## config.mk

```make
export PLATFORM = sky130hd
export DESIGN_NAME = load_store_unit
export DESIGN_NICKNAME = d
export VERILOG_FILES = /design/src/rtl/lsu_pkg.sv /design/src/rtl/lsu_lane_align.sv /design/src/rtl/load_store_unit.sv
export SDC_FILE = /design/constraint.sdc
export NUM_CORES = 1
export LEC_CHECK = 0
export BUFFER_PORTS_ARGS = -buffer_cell sky130_fd_sc_hd__buf_2
export CAP_MARGIN = 10
export CORE_MARGIN = 2
export CORE_UTILIZATION = 30
export CTS_BUF_LIST = sky130_fd_sc_hd__clkbuf_16
export CTS_CLUSTER_SIZE = 14
export DETAILED_ROUTE_END_ITERATION = 7
export PLACE_DENSITY = 0.6
export REMOVE_ABC_BUFFERS = 1
export SETUP_SLACK_MARGIN = 0.5
export SLEW_MARGIN = 15
export SYNTH_ARGS = -nofsm -noshare
export SYNTH_HDL_FRONTEND = slang
export SYNTH_SLANG_ARGS = --single-unit
```

## constraint.sdc

```tcl
create_clock -name I_LSU_clk -period 4.4 [get_ports I_LSU_clk]
set_input_delay 0.88 -clock I_LSU_clk [delete_from_list [all_inputs] [get_ports I_LSU_clk]]
set_output_delay 0.88 -clock I_LSU_clk [all_outputs]
set_load 0.02 [all_outputs]
```

## src/rtl/lsu_pkg.sv

```systemverilog
// lsu_pkg: shared definitions for the MEM-stage load/store unit.
//   size_e           access size codes as carried by the pipeline
//   state_e          load_store_unit FSM state encodings
//   is_misaligned()  1 when (size, addr[1:0]) cannot be issued as one bus beat
package lsu_pkg;

   typedef enum logic [1:0] {
      SZ_W = 2'b00,
      SZ_H = 2'b01,
      SZ_B = 2'b10,
      SZ_X = 2'b11   // illegal encoding
   } size_e;

   typedef enum logic [1:0] {
      ST_IDLE   = 2'b00,
      ST_ACCESS = 2'b01,
      ST_RESP   = 2'b10,
      ST_ERR    = 2'b11
   } state_e;

   function automatic logic is_misaligned(input logic [1:0] size, input logic [1:0] addr_lo);
      case (size)
         SZ_W:    return addr_lo != 2'b00;
         SZ_H:    return addr_lo[0];
         SZ_B:    return 1'b0;
         default: return 1'b1;
      endcase
   endfunction

endpackage

```

## src/rtl/lsu_lane_align.sv

```systemverilog
// lsu_lane_align: combinational byte-lane steering for the load/store unit.
//   size_i    access size (lsu_pkg::size_e encoding)
//   wr_off_i  addr[1:0] of the request being issued
//   wdata_i   LSB-justified store data
//   rd_off_i  addr[1:0] of the access being completed
//   rdata_i   raw bus read word
//   be_o      byte enables, bit n = bits [8n+7:8n]
//   wdata_o   store data replicated across all lanes
//   rdata_o   read word shifted so the addressed byte sits at bit 0
module lsu_lane_align
   import lsu_pkg::*;
(
   input  logic [1:0]  size_i,
   input  logic [1:0]  wr_off_i,
   input  logic [31:0] wdata_i,
   input  logic [1:0]  rd_off_i,
   input  logic [31:0] rdata_i,
   output logic [3:0]  be_o,
   output logic [31:0] wdata_o,
   output logic [31:0] rdata_o
);

   always_comb begin
      be_o    = 4'b0000;
      wdata_o = wdata_i;
      case (size_i)
         SZ_B: begin
            be_o    = 4'b0001 << wr_off_i;
            wdata_o = {4{wdata_i[7:0]}};
         end
         SZ_H: begin
            be_o    = 4'b0011 << {wr_off_i[1], 1'b0};
            wdata_o = {2{wdata_i[15:0]}};
         end
         SZ_W:    be_o = 4'b1111;
         default: be_o = 4'b0000;
      endcase
   end

   // Upper bits are left unmasked; the downstream truncator masks/extends.
   assign rdata_o = rdata_i >> {rd_off_i, 3'b000};

endmodule

```

## src/rtl/load_store_unit.sv

```systemverilog
// load_store_unit: MEM-stage load/store controller.
// Accepts one request, checks alignment, runs a req/ack bus access with byte
// enables, stalls the pipeline meanwhile and returns the load word shifted
// to bit 0 together with the request's size/sign for the truncator.
//   I_LSU_clk/I_LSU_rst_n      clock, async active-low reset
//   I_LSU_valid/we/addr/wdata/size/sign   pipeline request
//   O_LSU_mem_req/we/addr/be/wdata, I_LSU_mem_ack/rdata   data-memory bus
//   O_LSU_ld_data/size/sign/valid          load result (valid is a pulse)
//   O_LSU_stall                            pipeline hold
//   O_LSU_misalign / O_LSU_timeout         error pulses
// Optional macro LSU_TIMEOUT_EN: abort an access after TIMEOUT_CYCLES
// cycles without ack. Without it ACCESS waits forever and timeout is 0.
module load_store_unit
   import lsu_pkg::*;
#(
   parameter int unsigned TIMEOUT_CYCLES = 255
) (
   input  logic        I_LSU_clk,
   input  logic        I_LSU_rst_n,
   input  logic        I_LSU_valid,
   input  logic        I_LSU_we,
   input  logic [31:0] I_LSU_addr,
   input  logic [31:0] I_LSU_wdata,
   input  logic [1:0]  I_LSU_size,
   input  logic        I_LSU_sign,
   output logic        O_LSU_mem_req,
   output logic        O_LSU_mem_we,
   output logic [31:0] O_LSU_mem_addr,
   output logic [3:0]  O_LSU_mem_be,
   output logic [31:0] O_LSU_mem_wdata,
   input  logic        I_LSU_mem_ack,
   input  logic [31:0] I_LSU_mem_rdata,
   output logic [31:0] O_LSU_ld_data,
   output logic [1:0]  O_LSU_ld_size,
   output logic        O_LSU_ld_sign,
   output logic        O_LSU_ld_valid,
   output logic        O_LSU_stall,
   output logic        O_LSU_misalign,
   output logic        O_LSU_timeout
);

   if (TIMEOUT_CYCLES < 1 || TIMEOUT_CYCLES > 65535) begin : g_param_chk
      $error("TIMEOUT_CYCLES must be in 1..65535");
   end

   state_e      state_q;
   logic        mem_req_q, mem_we_q;
   logic [31:0] mem_addr_q, mem_wdata_q, ld_data_q;
   logic [3:0]  mem_be_q;
   logic [1:0]  off_q, ld_size_q;
   logic        ld_sign_q, ld_valid_q, misalign_q;
   logic [3:0]  be_c;
   logic [31:0] wdata_c, rshift_c;

   lsu_lane_align u_align (
      .size_i   (I_LSU_size),
      .wr_off_i (I_LSU_addr[1:0]),
      .wdata_i  (I_LSU_wdata),
      .rd_off_i (off_q),
      .rdata_i  (I_LSU_mem_rdata),
      .be_o     (be_c),
      .wdata_o  (wdata_c),
      .rdata_o  (rshift_c)
   );

`ifdef LSU_TIMEOUT_EN
   logic        timeout_q;
   logic [15:0] cnt_q, cnt_d;
   assign cnt_d = cnt_q + 16'd1;
`endif

   always_ff @(posedge I_LSU_clk or negedge I_LSU_rst_n) begin
      if (!I_LSU_rst_n) begin
         state_q     <= ST_IDLE;
         mem_req_q   <= 1'b0;
         mem_we_q    <= 1'b0;
         mem_addr_q  <= '0;
         mem_be_q    <= '0;
         mem_wdata_q <= '0;
         off_q       <= '0;
         ld_data_q   <= '0;
         ld_size_q   <= '0;
         ld_sign_q   <= 1'b0;
         ld_valid_q  <= 1'b0;
         misalign_q  <= 1'b0;
`ifdef LSU_TIMEOUT_EN
         timeout_q   <= 1'b0;
         cnt_q       <= '0;
`endif
      end else begin
         // Status outputs are single-cycle pulses.
         ld_valid_q <= 1'b0;
         misalign_q <= 1'b0;
`ifdef LSU_TIMEOUT_EN
         timeout_q  <= 1'b0;
`endif
         case (state_q)
            ST_IDLE: if (I_LSU_valid) begin
               if (is_misaligned(I_LSU_size, I_LSU_addr[1:0])) begin
                  state_q    <= ST_ERR;
                  misalign_q <= 1'b1;
               end else begin
                  state_q     <= ST_ACCESS;
                  mem_req_q   <= 1'b1;
                  mem_we_q    <= I_LSU_we;
                  mem_addr_q  <= {I_LSU_addr[31:2], 2'b00};
                  mem_be_q    <= be_c;
                  mem_wdata_q <= wdata_c;
                  off_q       <= I_LSU_addr[1:0];
                  ld_size_q   <= I_LSU_size;
                  ld_sign_q   <= I_LSU_sign;
`ifdef LSU_TIMEOUT_EN
                  cnt_q       <= '0;
`endif
               end
            end
            ST_ACCESS: begin
               // Ack takes priority over a timeout reached in the same cycle.
               if (I_LSU_mem_ack) begin
                  state_q    <= ST_RESP;
                  mem_req_q  <= 1'b0;
                  mem_we_q   <= 1'b0;
                  ld_data_q  <= rshift_c;
                  ld_valid_q <= ~mem_we_q;
               end
`ifdef LSU_TIMEOUT_EN
               else if (cnt_d == 16'(TIMEOUT_CYCLES)) begin
                  state_q   <= ST_ERR;
                  mem_req_q <= 1'b0;
                  mem_we_q  <= 1'b0;
                  timeout_q <= 1'b1;
               end else begin
                  cnt_q <= cnt_d;
               end
`endif
            end
            default: state_q <= ST_IDLE;   // RESP and ERR last one cycle
         endcase
      end
   end

   assign O_LSU_mem_req   = mem_req_q;
   assign O_LSU_mem_we    = mem_we_q;
   assign O_LSU_mem_addr  = mem_addr_q;
   assign O_LSU_mem_be    = mem_be_q;
   assign O_LSU_mem_wdata = mem_wdata_q;
   assign O_LSU_ld_data   = ld_data_q;
   assign O_LSU_ld_size   = ld_size_q;
   assign O_LSU_ld_sign   = ld_sign_q;
   assign O_LSU_ld_valid  = ld_valid_q;
   assign O_LSU_misalign  = misalign_q;
   assign O_LSU_stall     = (state_q == ST_IDLE && I_LSU_valid) || state_q == ST_ACCESS;
`ifdef LSU_TIMEOUT_EN
   assign O_LSU_timeout   = timeout_q;
`else
   assign O_LSU_timeout   = 1'b0;
`endif

endmodule

```

Word level (Yosys, flattened, before mapping) --
Cells that the tools add are included. W data, S select, Z words.
Operators by class: mux-type cells 21, equal/unequal tests 6, reduce and logical (&&, ||, !) cells 10, shifts and indexed selects 3, bitwise logic cells 2
Operators with widths (count):
- $pmux W32 S2 | 1
- $shr A32 B5 Y32 | 1
- $mux W1 | 12
- $pmux W4 S3 | 1
- $mux W2 | 3
- $ne A2 B2 Y1 const B | 3
- $eq A2 B1 Y1 const B | 2
- $logic_not A2 Y1 | 2
- $pmux W1 S2 | 2
- $pmux W2 S2 | 1
- $reduce_and A2 Y1 | 2
- $reduce_and A4 Y1 | 1
- $reduce_bool A2 Y1 | 2
- $shl A1 B2 Y4 const A | 1
- $shl A2 B2 Y4 const A | 1
- $pmux W1 S3 | 1
- $reduce_and A3 Y1 | 1
- $eq A2 B2 Y1 const B | 1
- $not A1 Y1 | 2
- $logic_and A1 B1 Y1 | 1
- $logic_or A1 B1 Y1 | 1
Word-level totals: output and inout bits 109, flip-flop bits (word level) 109

Logic depth before layout (Yosys ltp) --
Gate-level depths: netlist of run 1.
word-level depth 7, gate-level depth with buffers 7

Cells and area by module --
From an unflattened synthesis of run 1, not the netlist that was laid out.
Second synthesis, totals: cells, all modules 423, area, all modules 5566.6 um2
Modules (own cells, without submodules):
- load_store_unit | sequential area each 2727.6 um2, cells each 248, times used 1, area an instance 4473.0 um2
- lsu_lane_align | sequential area each 0.0 um2, cells each 175, times used 1, area an instance 1093.5 um2

Least setup slack after synthesis of run 1 --
Ideal clock, no wire load.
kind in2reg, start point input I_LSU_size[0], end point register ld_sign_q (netlist: O_LSU_ld_sign), stages 6, path buffers 1, arrival 2191 ps, setup time 125 ps, path slack 2084 ps, cell sequence inv_1 ha_1 a211oi_2 o211ai_4 buf_8 mux2_4
On the way: word-level cells in the longest chain between the ends 6, elaborated cells on any way between the ends 8
RTL lines:
- start, declared | RTL line load_store_unit.sv:24 | input logic [1:0] I_LSU_size,
- $eq A2 B2 Y1 (tied with other cells) | RTL line lsu_pkg.sv:22 | case (size)
- $pmux W1 S3 * | RTL line lsu_pkg.sv:22
- $mux W1 * | RTL line load_store_unit.sv:98 | ST_IDLE: if (I_LSU_valid) begin
- $mux W1 * | RTL line load_store_unit.sv:97 | case (state_q)
- $not A1 Y1 (no source line) *
- $reduce_and A3 Y1 (no source line) *
- end signal, assigned | RTL line load_store_unit.sv:111 | ld_sign_q <= I_LSU_sign;
- end, declared | RTL line load_store_unit.sv:51 | logic ld_sign_q, ld_valid_q, misalign_q;
Every way passes the cells marked *; elsewhere a longest branch is shown, timed or not. The select of a mux whose other input is x is not followed. A chain may end at the register's enable or synchronous reset.

Final worst setup path of run 1 --
start point input I_LSU_size[1], end point register mem_addr_q[13] (netlist: O_LSU_mem_addr[13])
On the way: word-level cells in the longest chain between the ends 6, elaborated cells on any way between the ends 8
RTL lines:
- $eq A2 B2 Y1 (tied with other cells) | RTL line lsu_pkg.sv:22
- $pmux W1 S3 * | RTL line lsu_pkg.sv:22
- $mux W1 * | RTL line load_store_unit.sv:98
- $mux W1 * | RTL line load_store_unit.sv:97
- $not A1 Y1 (no source line) *
- $reduce_and A3 Y1 (no source line) *
- end signal, assigned | RTL line load_store_unit.sv:106 | mem_addr_q <= {I_LSU_addr[31:2], 2'b00};
- end, declared | RTL line load_store_unit.sv:48 | logic [31:0] mem_addr_q, mem_wdata_q, ld_data_q;
Marks and branches as above.

==> metrics.txt, run 1 <==
Final WS setup=1.63 ns; CP Launch Point=I_LSU_size[1]; count of different cell masters after synthesis=34; Remaining DRCs=0; first-pass GRT wire length=20,600 µm; height of the die=138 µm; hold_sp=O_LSU_ld_data[13]; CP Buf/Inv Count=4; Fmax=0.362 GHz; Vias=3,935; max-cap viol count=0; Die Area=19,000 µm²; leakage power=3.67 nW; Routed WL per cell=15.9 µm; Row Count=48; status=completed; CTS Buf Count=9; initial antenna violation count=0; layout overhead on the synthesized area=27.8%; Pre-antenna DRT Iters=4; slowest cell on the critical path=o211ai_4; Slew Limit Fails=0; Worst-Margin Slew=0.840 ns; Worst Skew=0.0105 ns; Crit Path Max Fanout=39; vias in the first global route=4,044; Total Nets Final=727; CP Cell Sequence=buf_2 > inv_1 > ha_1 > buf_4 > a211oi_2 > o211ai_4 > buf_12 > mux2_4; GPL Wtd Cong=0.786; Root Buffer=clkbuf_16; Final period util=62.9%; Remaining Overflow, GRT=0; RSZ-0062 raised after global routing=false; Tot Pwr=0.00494 W; Mean Syn Cell Area=12.8 µm²; clock latency on the worst-skew pair=0.35 ns; dpl ws=1.24 ns; share of layout cells above drive strength 1=51.0%; worst r2r src=off_q[0]; CP endpoint kind=flop; ANT cells=0; Seq cells post-synth=109; CTS Hold Buffers Added=0; Post-synth EDFFs=0; Top delay family on crit path=compound AO/OA/AOI/OAI gates; Gate Count Post-Synth=418; Setup TNS=0 ns; CP Launch Type=input port; final setup fails=0; CP Class=in -> reg; CP Data Required Time=4.63 ns; dpl cells=832; Worst EP arrival=3.00 ns; vias per inst=4.64; Longest Clk Path Bufs=2; all-layer global routing usage=13.9%; clk slew on worst S/H paths=0.07 ns; PD cells=720 nW/µm²; drt total wl=13,500 µm; Yosys Warn Count=0; H-Tree Depth=3; FFs w/ async S/R, synth=100%; CTS tree=yes; Crit path largest cell delay=0.71 ns; largest net degree at the start of global routing=66; synthesized area=5370 µm²; hold crit path type=reg -> reg; First DRT Iteration DRCs=174; Relative slew margins=43.7%; Finished Core Util=39.4%; chip width=138 µm; IO buf count=209; ys flop type=dfrtp_1; Worst VDD drop=308 µV; CTS sink cnt=109; non-filler cells, final=848; starting density of the core=30.8%; Fin. Hold Viols=0; core area=17,400 µm²; Final ANT Viol Nets=0; HPWL Detailed=9990 µm; sequential share of the synthesized area=50.8%; post-CTS setup buffer count=0; # resized after CTS=0; Final Critical Period=2.77 ns; I/O pins=213
-- stage by stage --
stage	hold WS [ns]	area (µm²)
6_report	0.478	6860
5_1_grt	0.509	6860
4_1_cts	0.480	6860
3_5_place_dp	0.466	6580
3_3_place_gp	0.448	6580
2_1_floorplan	0.454	5160
-- synthesized netlist by cell type, types with 2 or more instances --
library cell	count	share of area (%)
a21oi_1	12	1.1
a22o_1	8	1.3
a22oi_1	8	1.1
a2bb2oi_1	8	1.3
a31oi_1	2	0.23
buf_1	2	0.14
buf_2	4	0.37
buf_4	3	0.42
buf_8	7	2.0
clkbuf_1	16	1.1
dfrtp_1	109	51
ha_1	5	1.2
inv_1	15	1.0
mux2_2	12	2.5
mux2_4	68	19
mux2i_1	32	6.0
nand2_1	40	2.8
nand2b_1	4	0.47
nand3b_1	3	0.42
nor2_1	15	1.0
o21ai_0	17	1.6
o22ai_1	9	1.0
o31ai_1	8	1.1
-- worst paths after layout --
path | end | slack, ns | cells past startpoint
max reg2reg | O_LSU_ld_data[9] | 2.42 | 4
min in group asynchronous | O_LSU_ld_data[0] | 0.63 | 1
max in group asynchronous | O_LSU_ld_data[6] | 2.85 | 2
min reg2reg | O_LSU_ld_data[13] | 0.48 | 2
min | O_LSU_ld_data[13] | 0.48 | 2
max | O_LSU_mem_addr[13] | 1.63 | 8
-- kinds of logic after synthesis --
family / synth area share [%]
other: 0.0699
and+or+nand+nor: 5.52
AOI/OAI and AO/OA: 9.86
muxes: 27.5
DFF: 50.8
buffers and inverters: 5.06
adders and majority gates: 1.17
-- power by group --
part           internal, W  switching [W]
Sequential         0.00147       0.000293
Clock             0.000434       0.000363
Combinational      0.00109        0.00129
-- per-layer routing --
metal  wire [µm]  track usage (%)
met1        6010             18.2
met2        6380             22.6
met3         925             3.02
met4         189             5.39
met5           0                0
-- worst reg2reg max path, cell delays in order (launching register included) --
cell and delay, ns:
dfrtp_1 0.47, buf_4 0.38, nor2b_1 0.70, a2bb2oi_1 0.16, o21ai_0 0.18
-- area by class of cell --
cell class | instances | area [µm²]
timing repair buffer | 219 | 1140
fill | 1699 | 10600
clock inverter | 7 | 57.6
multi-input combinational | 264 | 2380
clock buffer | 9 | 225
sequential | 109 | 2730
tap | 225 | 282
inverter | 15 | 56.3
-- sequential cells by signal, indices dropped and copies added, names as in the netlist --
signal,count
O_LSU_ld_data,32
O_LSU_ld_sign,1
O_LSU_ld_size,2
O_LSU_misalign,1
state_q,2
O_LSU_ld_valid,1
O_LSU_mem_wdata,32
O_LSU_mem_req,1
O_LSU_mem_be,4
off_q,2
O_LSU_mem_we,1
O_LSU_mem_addr,30
-- cell usage in the layout (no fill, tap or decap), types with 4 or more instances in the layout --
cell type / instances
clkinv_2: 4
a22o_1: 8
nand2_1: 40
a21oi_1: 12
nand2b_1: 4
buf_2: 208
mux2i_1: 32
inv_1: 16
mux2_4: 68
ha_1: 5
nor2_1: 15
o22ai_1: 9
o31ai_1: 8
dfrtp_1: 109
mux2_2: 12
buf_4: 10
a22oi_1: 8
clkbuf_16: 9
o21ai_0: 17
a2bb2oi_1: 8
Power figures use the tool's default switching activity.
==> run 2: changes to the inputs <==
--- a/config.mk
+++ b/config.mk
@@ -5,6 +5,7 @@
 export SDC_FILE = /design/constraint.sdc
 export NUM_CORES = 1
 export LEC_CHECK = 0
+export ABC_AREA = 1
 export BUFFER_PORTS_ARGS = -buffer_cell sky130_fd_sc_hd__buf_2
 export CAP_MARGIN = 10
 export CORE_MARGIN = 2
==> constraint.sdc (replaced) <==
create_clock -name I_LSU_clk -period 2.8 [get_ports I_LSU_clk]
set_input_delay 0.56 -clock I_LSU_clk [delete_from_list [all_inputs] [get_ports I_LSU_clk]]
set_output_delay 0.56 -clock I_LSU_clk [all_outputs]
set_load 0.02 [all_outputs]
==> run 2 against run 1 <==
Net effect:
- sequential power is 53% higher
- combinational power is 45% higher
- synthesized cell count is 59% higher
- synthesized area is 5.2% lower
- clock-buffer cell count stayed put
- global-route usage is 2.9 points higher
- final cell count is 28% higher
- critical path depth stayed put
- flip-flop and latch count stayed put
- sequential share of layout area is 1.5 points higher
- power is 50% higher
- routed wire length is 8.7% higher
- critical path type unchanged
- highest routed layer is now met5
==> metrics.txt, run 2 <==
Relative slew margins=45.1% (+1.4 points); Mean Syn Cell Area=7.68 µm² (-40%); hold crit path type=in -> async; layout overhead on the synthesized area=29.9%; Final ANT Viol Nets=0 (unchanged); Crit Reg-Reg Endpoint=O_LSU_ld_data[1]; chip width=134 µm (-2.5%); Pre-antenna DRT Iters=5 (+1); Final Instance Area=6610 µm² (-3.6%); Routed WL per cell=13.5 µm (-15%); final setup fails=0 (unchanged); Worst-Margin Slew=0.815 ns (-0.0249 ns); Reg2Reg Setup Slack=1.06 ns (-1.36 ns); Row Count=47 (-2.1%); Remaining Overflow, GRT=0 (unchanged); Worst VDD drop=519 µV (+69%); clock latency on the worst-skew pair=0.35 ns (about the same); I/O pins=213 (unchanged); Yosys top cell area share=53.6% (+2.8 points); post-CTS setup buffer count=0 (unchanged); FFs w/ async S/R, synth=100% (unchanged); CP Class=in -> reg; Remaining DRCs=0 (unchanged); count of different cell masters after synthesis=23 (-32%); Worst EP arrival=2.18 ns (-0.82 ns); Gate Count Post-Synth=663 (+59%); Clock Power Share=17.0% (+0.9 points); Final WS setup=0.913 ns (-0.721 ns); height of the die=134 µm (-2.5%); Final Critical Period=1.89 ns; max-cap viol count=0 (unchanged); worst r2r path cells=7 (+3); vias in the first global route=4,717 (+17%); CTS Buf Count=9 (unchanged); commonest non-fill, non-tap cell in the layout=nand2_1; H-Tree Depth=3 (unchanged); Setup TNS=0 ns (unchanged); RSZ-0062 raised after global routing=false; Total Nets Final=970 (+33%); clk slew on worst S/H paths=0.08 ns (about the same); synthesized area=5090 µm² (-5.2%); Finished Core Util=39.9% (+0.49 points); top cells by count, synth=nand2_1 (370), dfrtp_1 (109), o21ai_0 (49), nand3_1 (27), inv_1 (22); Crit Path Max Fanout=24 (-38%); CTS sink cnt=109 (unchanged); Fmax=0.530 GHz; most frequent cells in the layout=nand2_1 (370), buf_2 (208), dfrtp_1 (109); Root Buffer=clkbuf_16; ys flop type=dfrtp_1; First DRT Iteration DRCs=213 (+22%); Vias=4,900 (+25%); CP Data Required Time=3.09 ns (-1.54 ns); worst r2r src=off_q[0]; count leader, synth=nand2_1; share of layout cells above drive strength 1=29.0% (-22 points); hold slack final=0.257 ns (-0.220 ns); first-pass GRT wire length=24,100 µm (+17%); IO buf count=209 (unchanged); area leader, netlist=dfrtp_1; status=completed; sequential share of the synthesized area=53.6% (+2.8 points); dpl ws=0.558 ns (-0.686 ns); Logic pwr share=46.6% (-1.6 points); CTS Hold Buffers Added=0 (unchanged); HPWL Detailed=10,500 µm (+5.5%); leakage power=3.87 nW (+5.3%); PD cells=1120 nW/µm² (+56%); all-layer global routing usage=16.8% (+2.9 points); CP Launch Type=input port; starting density of the core=30.7% (-0.13 points); vias per inst=4.52 (-2.7%); Psw=0.00330 W (+69%); core area=16,600 µm² (-4.8%); CP endpoint kind=flop; drt total wl=14,700 µm (+8.7%); Post-synth EDFFs=0 (unchanged); CTS tree=yes; ANT cells=0 (unchanged); GPL Wtd Cong=0.798 (+1.5%); synth top area cells=dfrtp_1 (54%), nand2_1 (27%), o21ai_0 (4.8%); Int Power=0.00411 W (+38%); Longest Clk Path Bufs=2 (unchanged); Worst Skew=0.0117 ns (+0.00123 ns); Yosys Warn Count=0 (unchanged); Die Area=18,000 µm² (-5.0%); DP Area=6330 µm² (-3.7%); Final period util=67.4%; initial antenna violation count=2 (+2); Seq cells post-synth=109 (unchanged); sw frac=44.5% (+5.0 points); sequential power share=36.4% (+0.8 points); Slew Limit Fails=0 (unchanged); Fin. Hold Viols=0 (unchanged); # resized after CTS=0 (unchanged); largest net degree at the start of global routing=58 (-12%)
run 2: how the worst max path moves through the flow:
stage	endpoint	from	depth (start not counted)	slack, ns
3_5_place_dp	O_LSU_mem_wdata[23]	I_LSU_size[0]	8	0.56
5_1_grt	O_LSU_mem_wdata[19]	I_LSU_size[0]	8	0.72
4_1_cts	O_LSU_mem_wdata[20]	I_LSU_size[0]	8	0.93
3_3_place_gp	O_LSU_mem_wdata[20]	I_LSU_size[0]	8	0.59
6_report	O_LSU_mem_wdata[19]	I_LSU_size[0]	8	0.91
2_1_floorplan	O_LSU_mem_be[2]	I_LSU_size[1]	7	-0.28
run 2: metal layers:
| layer | global-route usage [%] | wire length [µm] |
|---|---|---|
| met1 | 23.0 | 6720 |
| met2 | 25.2 | 6440 |
| met3 | 5.33 | 1360 |
| met4 | 5.61 | 129 |
| met5 | 0 | 30 |
run 2: layout make-up:
type	count	area (µm²)
Clock buffer	9	225
Clock inverter	6	57.6
Fill cell	1795	9970
Inverter	25	95.1
Multi-Input combinational cell	493	2050
Sequential cell	109	2730
Tap cell	220	275
Timing Repair Buffer	223	1180
run 2: stage by stage:
step                      cells  total power [W]
after detailed placement   1070          0.00621
after global placement     1070          0.00618
final                      1085          0.00742
after floorplan             627          0.00482
after global routing       1085          0.00803
after CTS                  1085          0.00752
run 2: kinds of logic after synthesis:
group	share of synthesized area [%]
compound gates	6.93
fa+ha+maj	1.23
flops	53.6
buf+inv	6.19
simple gates	32.0
other cells	0.0737
run 2: power groups by stage:
stage               clock network, W  logic, W  registers, W
finish                       0.00126   0.00346       0.00270
global route                 0.00137   0.00386       0.00280
CTS                          0.00131   0.00351       0.00270
detailed placement                 0   0.00351       0.00271
global placement                   0   0.00347       0.00271
floorplan                          0   0.00121       0.00360
run 2: worst max-delay path, stage by stage:
cell and delay [ns]:
buf_2 0.12, inv_1 0.07, ha_1 0.45, inv_1 0.61
nand2_1 0.10, o21ai_0 0.10, nand2_1 0.08, nand2_1 0.08
